## src/rtl/dmi_boot_sequencer.sv

```systemverilog
// DMI master: streams a boot image into SRAM over system bus access,
// then halts Ibex, writes DPC through an abstract command and resumes.
module dmi_boot_sequencer #(
    parameter int unsigned POLL_MAX = 1024,
    parameter logic [31:0] SBCS_CFG = 32'h0005_0000,
    parameter int unsigned HALT_BIT = 9
) (
    input  logic        clk_i,
    input  logic        rst_ni,
    input  logic        start_i,
    input  logic [31:0] sec_addr_i,
    input  logic [31:0] start_addr_i,
    input  logic        word_valid_i,
    output logic        word_ready_o,
    input  logic [31:0] word_data_i,
    input  logic        word_last_i,
    output logic        dmi_req_valid_o,
    input  logic        dmi_req_ready_i,
    output logic [6:0]  dmi_req_addr_o,
    output logic [1:0]  dmi_req_op_o,
    output logic [31:0] dmi_req_data_o,
    input  logic        dmi_resp_valid_i,
    output logic        dmi_resp_ready_o,
    input  logic [31:0] dmi_resp_data_i,
    input  logic [1:0]  dmi_resp_op_i,
    output logic        busy_o,
    output logic        done_o,
    output logic        error_o,
    output logic [2:0]  err_code_o
);

    localparam int unsigned CW = $clog2(POLL_MAX + 1);

    localparam logic [6:0] A_DMCTRL = 7'h10;
    localparam logic [6:0] A_DMSTAT = 7'h11;
    localparam logic [6:0] A_DATA0  = 7'h04;
    localparam logic [6:0] A_ACS    = 7'h16;
    localparam logic [6:0] A_CMD    = 7'h17;
    localparam logic [6:0] A_SBCS   = 7'h38;
    localparam logic [6:0] A_SBADDR = 7'h39;
    localparam logic [6:0] A_SBDATA = 7'h3C;

    localparam logic [1:0] OP_NOP   = 2'd0;
    localparam logic [1:0] OP_RD    = 2'd1;
    localparam logic [1:0] OP_WR    = 2'd2;
    localparam logic [1:0] RSP_FAIL = 2'd2;
    localparam logic [1:0] RSP_BUSY = 2'd3;

    typedef enum logic [3:0] {
        S_IDLE,
        S_ACT,
        S_CFG,
        S_ADDR,
        S_POLLSB,
        S_FETCH,
        S_DATA,
        S_HALT,
        S_WHALT,
        S_CMD,
        S_WCMD,
        S_RESUME,
        S_DONE,
        S_ERROR
    } state_e;

    state_e         state_q, state_d;
    logic           phase_q, phase_d;
    logic           step_q, step_d;
    logic [CW-1:0]  cnt_q, cnt_d;
    logic [2:0]     err_q, err_d;
    logic [31:0]    sec_addr_q, sec_addr_d;
    logic [31:0]    start_addr_q, start_addr_d;
    logic [31:0]    word_q, word_d;
    logic           last_q, last_d;

    logic           txn;
    logic [6:0]     req_addr;
    logic [1:0]     req_op;
    logic [31:0]    req_data;
    logic           rsp_ok;
    logic [CW-1:0]  cnt_inc;
    logic           poll_last;
    logic           unused_resp;

    assign cnt_inc     = cnt_q + CW'(1);
    assign poll_last   = (cnt_inc == CW'(POLL_MAX));
    assign unused_resp = ^dmi_resp_data_i;

    // Request contents depend only on state and captured values,
    // so they stay stable for the whole request phase.
    always_comb begin
        txn      = 1'b0;
        req_addr = '0;
        req_op   = OP_NOP;
        req_data = '0;
        unique case (state_q)
            S_ACT: begin
                txn      = 1'b1;
                req_addr = A_DMCTRL;
                req_op   = OP_WR;
                req_data = 32'h0000_0001;
            end
            S_CFG: begin
                txn      = 1'b1;
                req_addr = A_SBCS;
                req_op   = OP_WR;
                req_data = SBCS_CFG;
            end
            S_ADDR: begin
                txn      = 1'b1;
                req_addr = A_SBADDR;
                req_op   = OP_WR;
                req_data = sec_addr_q;
            end
            S_POLLSB: begin
                txn      = 1'b1;
                req_addr = A_SBCS;
                req_op   = OP_RD;
            end
            S_DATA: begin
                txn      = 1'b1;
                req_addr = A_SBDATA;
                req_op   = OP_WR;
                req_data = word_q;
            end
            S_HALT: begin
                txn      = 1'b1;
                req_op   = OP_WR;
                req_addr = step_q ? A_DMCTRL : A_DATA0;
                req_data = step_q ? 32'h8000_0001 : start_addr_q;
            end
            S_WHALT: begin
                txn      = 1'b1;
                req_addr = A_DMSTAT;
                req_op   = OP_RD;
            end
            S_CMD: begin
                txn      = 1'b1;
                req_op   = OP_WR;
                req_addr = step_q ? A_CMD : A_DMCTRL;
                req_data = step_q ? 32'h0023_07B1 : 32'h0000_0001;
            end
            S_WCMD: begin
                txn      = 1'b1;
                req_addr = A_ACS;
                req_op   = OP_RD;
            end
            S_RESUME: begin
                txn      = 1'b1;
                req_addr = A_DMCTRL;
                req_op   = OP_WR;
                req_data = step_q ? 32'h0000_0001 : 32'h4000_0001;
            end
            default: ;
        endcase
    end

    assign dmi_req_valid_o  = txn && !phase_q;
    assign dmi_resp_ready_o = txn && phase_q;
    assign dmi_req_addr_o   = dmi_req_valid_o ? req_addr : '0;
    assign dmi_req_op_o     = dmi_req_valid_o ? req_op : OP_NOP;
    assign dmi_req_data_o   = dmi_req_valid_o ? req_data : '0;

    assign word_ready_o = (state_q == S_FETCH);
    assign done_o       = (state_q == S_DONE);
    assign error_o      = (state_q == S_ERROR);
    assign busy_o       = !(state_q inside {S_IDLE, S_DONE, S_ERROR});
    assign err_code_o   = err_q;

    always_comb begin
        state_d      = state_q;
        phase_d      = phase_q;
        step_d       = step_q;
        cnt_d        = cnt_q;
        err_d        = err_q;
        sec_addr_d   = sec_addr_q;
        start_addr_d = start_addr_q;
        word_d       = word_q;
        last_d       = last_q;
        rsp_ok       = 1'b0;

        // A busy response leaves state untouched: the same request
        // is simply presented again.
        if (txn) begin
            if (!phase_q) begin
                if (dmi_req_ready_i) phase_d = 1'b1;
            end else if (dmi_resp_valid_i) begin
                phase_d = 1'b0;
                if (dmi_resp_op_i == RSP_FAIL) begin
                    state_d = S_ERROR;
                    step_d  = 1'b0;
                    err_d   = 3'd1;
                end else if (dmi_resp_op_i != RSP_BUSY) begin
                    rsp_ok = 1'b1;
                end
            end
        end

        unique case (state_q)
            S_IDLE, S_DONE, S_ERROR: begin
                if (start_i) begin
                    state_d      = S_ACT;
                    phase_d      = 1'b0;
                    step_d       = 1'b0;
                    cnt_d        = '0;
                    err_d        = 3'd0;
                    last_d       = 1'b0;
                    sec_addr_d   = sec_addr_i;
                    start_addr_d = start_addr_i;
                end
            end
            S_ACT:  if (rsp_ok) state_d = S_CFG;
            S_CFG:  if (rsp_ok) state_d = S_ADDR;
            S_ADDR: if (rsp_ok) state_d = S_FETCH;
            S_POLLSB: begin
                if (rsp_ok) begin
                    if (dmi_resp_data_i[22] ||
                        (|dmi_resp_data_i[14:12])) begin
                        state_d = S_ERROR;
                        err_d   = 3'd3;
                    end else if (dmi_resp_data_i[21]) begin
                        if (poll_last) begin
                            state_d = S_ERROR;
                            err_d   = 3'd2;
                        end else begin
                            cnt_d = cnt_inc;
                        end
                    end else if (last_q) begin
                        state_d = S_HALT;
                        step_d  = 1'b0;
                    end else begin
                        state_d = S_FETCH;
                    end
                end
            end
            S_FETCH: begin
                if (word_valid_i) begin
                    word_d  = word_data_i;
                    last_d  = word_last_i;
                    state_d = S_DATA;
                end
            end
            S_DATA: begin
                if (rsp_ok) begin
                    state_d = S_POLLSB;
                    cnt_d   = '0;
                end
            end
            S_HALT: begin
                if (rsp_ok) begin
                    if (step_q) begin
                        state_d = S_WHALT;
                        step_d  = 1'b0;
                        cnt_d   = '0;
                    end else begin
                        step_d = 1'b1;
                    end
                end
            end
            S_WHALT: begin
                if (rsp_ok) begin
                    if (dmi_resp_data_i[HALT_BIT]) begin
                        state_d = S_CMD;
                        step_d  = 1'b0;
                    end else if (poll_last) begin
                        state_d = S_ERROR;
                        err_d   = 3'd2;
                    end else begin
                        cnt_d = cnt_inc;
                    end
                end
            end
            S_CMD: begin
                if (rsp_ok) begin
                    if (step_q) begin
                        state_d = S_WCMD;
                        step_d  = 1'b0;
                        cnt_d   = '0;
                    end else begin
                        step_d = 1'b1;
                    end
                end
            end
            S_WCMD: begin
                if (rsp_ok) begin
                    if (dmi_resp_data_i[12]) begin
                        if (poll_last) begin
                            state_d = S_ERROR;
                            err_d   = 3'd2;
                        end else begin
                            cnt_d = cnt_inc;
                        end
                    end else if (|dmi_resp_data_i[10:8]) begin
                        state_d = S_ERROR;
                        err_d   = 3'd4;
                    end else begin
                        state_d = S_RESUME;
                        step_d  = 1'b0;
                    end
                end
            end
            S_RESUME: begin
                if (rsp_ok) begin
                    if (step_q) begin
                        state_d = S_DONE;
                        step_d  = 1'b0;
                    end else begin
                        step_d = 1'b1;
                    end
                end
            end
            default: ;
        endcase
    end

    always_ff @(posedge clk_i or negedge rst_ni) begin
        if (!rst_ni) begin
            state_q      <= S_IDLE;
            phase_q      <= 1'b0;
            step_q       <= 1'b0;
            cnt_q        <= '0;
            err_q        <= 3'd0;
            sec_addr_q   <= '0;
            start_addr_q <= '0;
            word_q       <= '0;
            last_q       <= 1'b0;
        end else begin
            state_q      <= state_d;
            phase_q      <= phase_d;
            step_q       <= step_d;
            cnt_q        <= cnt_d;
            err_q        <= err_d;
            sec_addr_q   <= sec_addr_d;
            start_addr_q <= start_addr_d;
            word_q       <= word_d;
            last_q       <= last_d;
        end
    end

endmodule

```

## config.mk

```make
export PLATFORM = sky130hd
export DESIGN_NAME = dmi_boot_sequencer
export DESIGN_NICKNAME = d
export VERILOG_FILES = /design/src/rtl/dmi_boot_sequencer.sv
export SDC_FILE = /design/constraint.sdc
export NUM_CORES = 1
export LEC_CHECK = 0
export BUFFER_PORTS_ARGS = -buffer_cell sky130_fd_sc_hd__buf_2
export CORE_ASPECT_RATIO = 1.75
export CORE_MARGIN = 2
export CORE_UTILIZATION = 25
export DETAILED_ROUTE_END_ITERATION = 7
export GPL_ROUTABILITY_DRIVEN = 0
export PLACE_DENSITY = 0.53
export SYNTH_ARGS = -nofsm -noshare
export SYNTH_HDL_FRONTEND = slang
export SYNTH_SLANG_ARGS = --single-unit
```

## constraint.sdc

```tcl
create_clock -name clk_i -period 3.38 [get_ports clk_i]
set_input_delay 0.338 -clock clk_i [delete_from_list [all_inputs] [get_ports clk_i]]
set_output_delay 0.338 -clock clk_i [all_outputs]
set_load 0.02 [all_outputs]
```

# Word level (Yosys, flattened, before mapping)
# Cells that the tools add are included.
word_totals:
  reg_bits: 117
  inputBits: 137
  output_inout_bits: 50
classes:
  n_addsub: 1
  n_eq_ne: 28
  n_mux: 98
  n_reduce_logical: 23
ops:
  columns: ["cell", "count"]
  rows:
  - ["$pmux 32 s7", 1]
  - ["$mux 11", 12]
  - ["$mux 4", 24]
  - ["$pmux 11 s6", 1]
  - ["$mux 32", 2]
  - ["$mux 3", 16]
  - ["$pmux 4 s12", 1]
  - ["$pmux 6 s8", 1]
  - ["$mux 31", 1]
  - ["$mux 1", 30]
  - ["$eq 4x4->1 const B", 6]
  - ["$mux 22", 1]
  - ["$ne 2x2->1 const B", 11]
  - ["$eq 4x3->1 const B", 4]
  - ["$reduce_or 3->1", 5]
  - ["$pmux 3 s4", 1]
  - ["$reduce_and 12->1", 1]
  - ["$add 11x1->11 const B", 1]
  - ["$eq 11x11->1 const B", 1]
  - ["$reduce_or 10->1", 1]
  - ["$eq 4x2->1 const B", 2]
  - ["$mux 7", 1]
  - ["$reduce_or 7->1", 1]
  - ["$reduce_bool 6->1", 1]
  - ["other kinds (17)", 24]

# Depth between registers and ports, before layout
depth:
  word_depth: 10
  depth_mapped: 9
  mapped_depth_nobuf: 7

# Worst setup path before layout
# OpenSTA, ideal clock, no wires.
synth_timing:
  path_type: "reg2out"
  startpoint: "register state_q[2]"
  endpoint: "output port dmi_req_addr_o[5]"
  t_arrival_ns: 2.272
  required_ns: 3.042
  path_slack_ns: 0.770
  path_stages_with_launch: 8
  path_cell_list: "dfrtp_1 > clkbuf_1 > buf_2 > buf_1 > clkbuf_1 > a21oi_1 > nor3_1 > buf_4"
synth_between:
  elab_chain_cells: 5
  elab_cells_between_ends: 17
  cone_classes: "eq/ne (10); mux (3); reduce/logical (4)"
synth_lines:
  columns: ["element", "line", "text"]
  rows:
  - ["start: declaration", "66", "state_e state_q, state_d;"]
  - ["start signal: assignment", "328", "state_q <= state_d;"]
  - ["$eq 4x4->1 (tied with other cells)", "96", "unique case (state_q)"]
  - ["$reduce_or 10->1 (no source line)", null, null]
  - ["$mux 1", "96", null]
  - ["$logic_and 1x1->1", "158", "assign dmi_req_valid_o = txn && !phase_q;"]
  - ["$mux 7 (*)", "160", "assign dmi_req_addr_o = dmi_req_valid_o ? req_addr : '0;"]
  - ["end: declaration", "19", "output logic [6:0] dmi_req_addr_o,"]
# Mark *: on every way between the ends. The rest lies on a longest branch, timed or not.

# Worst setup path after layout
layout_timing:
  startpoint: "register state_q[1]"
  endpoint: "output port dmi_req_data_o[10]"
layout_between:
  elab_chain_cells: 5
  elab_cells_between_ends: 15
  cone_classes: "eq/ne (10); mux (3); reduce/logical (2)"
layout_lines:
  columns: ["element", "line", "text"]
  rows:
  - ["$eq 4x4->1 (tied with other cells)", "96", null]
  - ["$reduce_or 10->1 (no source line)", null, null]
  - ["$mux 1", "96", null]
  - ["$logic_and 1x1->1", "158", null]
  - ["$mux 32 (*)", "162", "assign dmi_req_data_o = dmi_req_valid_o ? req_data : '0;"]
  - ["end: declaration", "21", "output logic [31:0] dmi_req_data_o,"]
# Marks and branches as above.

==> out/qor.yml <==
status: "completed"
rsz0062_at_grt: "no"
crit_top_cell: "nand2_1"
fin_tns_setup_ns: 0
syn_area_um2: 6440
die_x_um: 125
power_density_nw_per_um2: 903
dieArea_um2: 27100
arrival_ns: 2.92
holdBufCountCts: 0
slowest_delay_ns: 0.92
drt_pass1_iterations: 5
skew_ns: 0.0163
synth_cell_type_count: 65
viasPerCell: 5.18
max_freq_mhz: 307
finalHoldViolCount: 0
wl_met3_um: 1100
routed_wl_um: 22500
synth-edff-count: 0
clockBufferDepth: 2
ys.warnings.count: 0
grt_pass1_wl_um: 34600
multiInputGateArea_um2: 3290
io_buffers: 161
post_cts.repair.setup_buffers: 0
final.min_clock_period_ns: 3.26
whs_ns: 0.102
synth_top_area_frac: 0.455
slowest_stage: "dfrtp_1"
wirelength_met1_um: 8530
avgSynthCellArea_um2: 9.97
antenna_cells: 0
cp.required_ns: 3.04
grt.overflow.total: 0
cp-start-kind: "flop"
crit_type: "reg -> out"
path_clk_slew_ns: 0.07
p_leak_nw: 3.61
finalMaxSlewViolations: 0
tightest_slew_ns: 1.01
insertion_delay_ns: 0.42
clkSinkCount: 117
path_cells: "nand2_1 > nor3_2 > buf_4 > nand2_1 > a41oi_1 > buf_2"
instances_no_fill: 1134
grt_pass1_vias: 5965
syn_nets: 784
netlist_instances: 646
hold_path_class: "in -> async"
vias: 5870
drive_above_1_share: 0.411
end_kind: "output port"
relSlewSlack: 0.327
drt_iter0_markers: 457
area_growth_pct: 29.1
ctsResizeCount: 0
ys_seq_area_frac: 0.455
track_usage: 0.165
synth_flop_cell: "dfrtp_1"
met2WireLength_um: 12300
core_area_um2: 25300
start_util: 0.254
root_buffer: "clkbuf_16"
num-fill-cells: 2669
cp_max_fo: 28
ant_nets: 0
min_period_over_period: 0.964
cts_tree: "built"
nNetsFinal: 943
die_y_um: 216
wl_per_cell_um: 19.8
max-cap-violations: 0
reg2reg_depth: 7
hpwl_um: 16000
drc: 0
synth-seq-cells: 117
htreeDepth: 4
antenna_found_initial: 0
yosysTopAreaCell: "dfrtp_1"
ff_latch_area_um2: 2930
rows: 77
setup_viol: 0
grt_max_degree: 76
dp.cells: 1102
dr.max_layer_used: "met4"
ir_drop_v: 0.000387
synthArstFlopShare: 1.00
yosys-top-cells-area: "dfrtp_1 45%, mux2_2 17%, nor2_1 3.6%"
cts_made_buffers: 17
io-pin-count: 187
[Yosys cell counts, types with 5 or more instances]
library cell  number
a221oi_1           5
nand2_1           56
dfrtp_1          117
a21oi_1           27
nor2_1            61
a222oi_1          20
a31oi_1           14
nand3_1           10
nand2b_1           9
a41oi_1           10
o22ai_1            7
mux2_2            96
o211ai_1           6
nor3_1            19
o21ai_0           31
and3_1             5
nor2b_1            9
and2_1             5
inv_1              9
nor4_1             6
clkbuf_1          42
o31ai_1            7
[metal layers]
layer	global-route usage	up-vias
li1	-	2737
met1	0.184	2903
met2	0.304	198
met3	0.0336	32
met4	0.0656	0
met5	0	-
[power by group]
group / switching (mW) / internal, mW
logic: 1.89 / 1.39
clock network: 0.668 / 1.12
registers: 0.404 / 2.04
[cells in the final DEF (no fill, tap or decap), types with 5 or more instances in the layout]
cell type / Yosys / final
and2_1: 5 / 5
o211ai_1: 6 / 6
dfrtp_1: 117 / 117
a221oi_1: 5 / 5
a222oi_1: 20 / 20
clkbuf_16: 0 / 17
o31ai_1: 7 / 7
nand3_1: 10 / 10
o22ai_1: 7 / 7
buf_4: 2 / 31
a21oi_1: 27 / 27
nor2_1: 61 / 59
nand2b_1: 9 / 9
nand2_1: 56 / 55
and3_1: 5 / 5
mux2_2: 96 / 96
o21ai_0: 31 / 31
nor2b_1: 9 / 9
clkinv_2: 0 / 5
buf_2: 4 / 160
clkinvlp_4: 0 / 5
inv_1: 9 / 9
a41oi_1: 10 / 10
nor3_1: 19 / 17
a31oi_1: 14 / 14
nor4_1: 6 / 6
[critical path: cells and delay by family (launching register included)]
family / cells / cell delay, ns
AND/OR/NAND/NOR: 3 / 0.74
buffers and inverters: 2 / 0.54
AO/OA/AOI/OAI: 1 / 0.28
flip-flops: 1 / 0.92
[through the flow]
step	instance area, µm²	util	setup WS (ns)	total power [mW]
floorplan	6440	-	0.770	4.57
global placement	7730	0.305	0.624	5.69
detailed placement	7730	0.305	0.619	5.74
global route	8310	0.328	0.00546	7.97
finish	8310	0.328	0.120	7.50
CTS	8310	0.328	0.152	7.57
[state kept, by name (all words and copies together) (netlist names)]
name / count
start_addr_q: 32
err_code_o: 3
last_q: 1
state_q: 4
step_q: 1
sec_addr_q: 32
phase_q: 1
word_q: 32
cnt_q: 11
[cell type report]
| class | instances | share of cell area |
|---|---|---|
| Multi-Input combinational cell | 466 | 0.396 |
| Sequential cell | 117 | 0.352 |
| Timing Repair Buffer | 193 | 0.129 |
| Clock buffer | 19 | 0.0545 |
| Tap cell | 316 | 0.0476 |
| Clock inverter | 13 | 0.0158 |
| Inverter | 10 | 0.00452 |
[cells by family (layout without fill, tap and decap cells)]
group | count (synthesis) | after routing | share of synthesized area
fa+ha+maj | 1 | 1 | 0.00194
compound gates | 164 | 164 | 0.183
simple gates | 202 | 202 | 0.149
buf+inv | 63 | 235 | 0.0398
other cells | 1 | 1 | 0.000582
flops | 117 | 117 | 0.455
mux | 98 | 98 | 0.171
[final timing paths]
kind / from / to / slack, ns
min in group clk_i: sec_addr_i[26] / sec_addr_q[26] / 0.15
setup / recovery: state_q[1] / dmi_req_data_o[10] / 0.12
hold / removal: rst_ni / start_addr_q[19] / 0.10
hold reg to reg: start_addr_q[19] / start_addr_q[19] / 0.50
setup reg to reg: state_q[1] / step_q / 0.49
max in group asynchronous: rst_ni / sec_addr_q[1] / 2.37
Power figures use the tool's default switching activity.
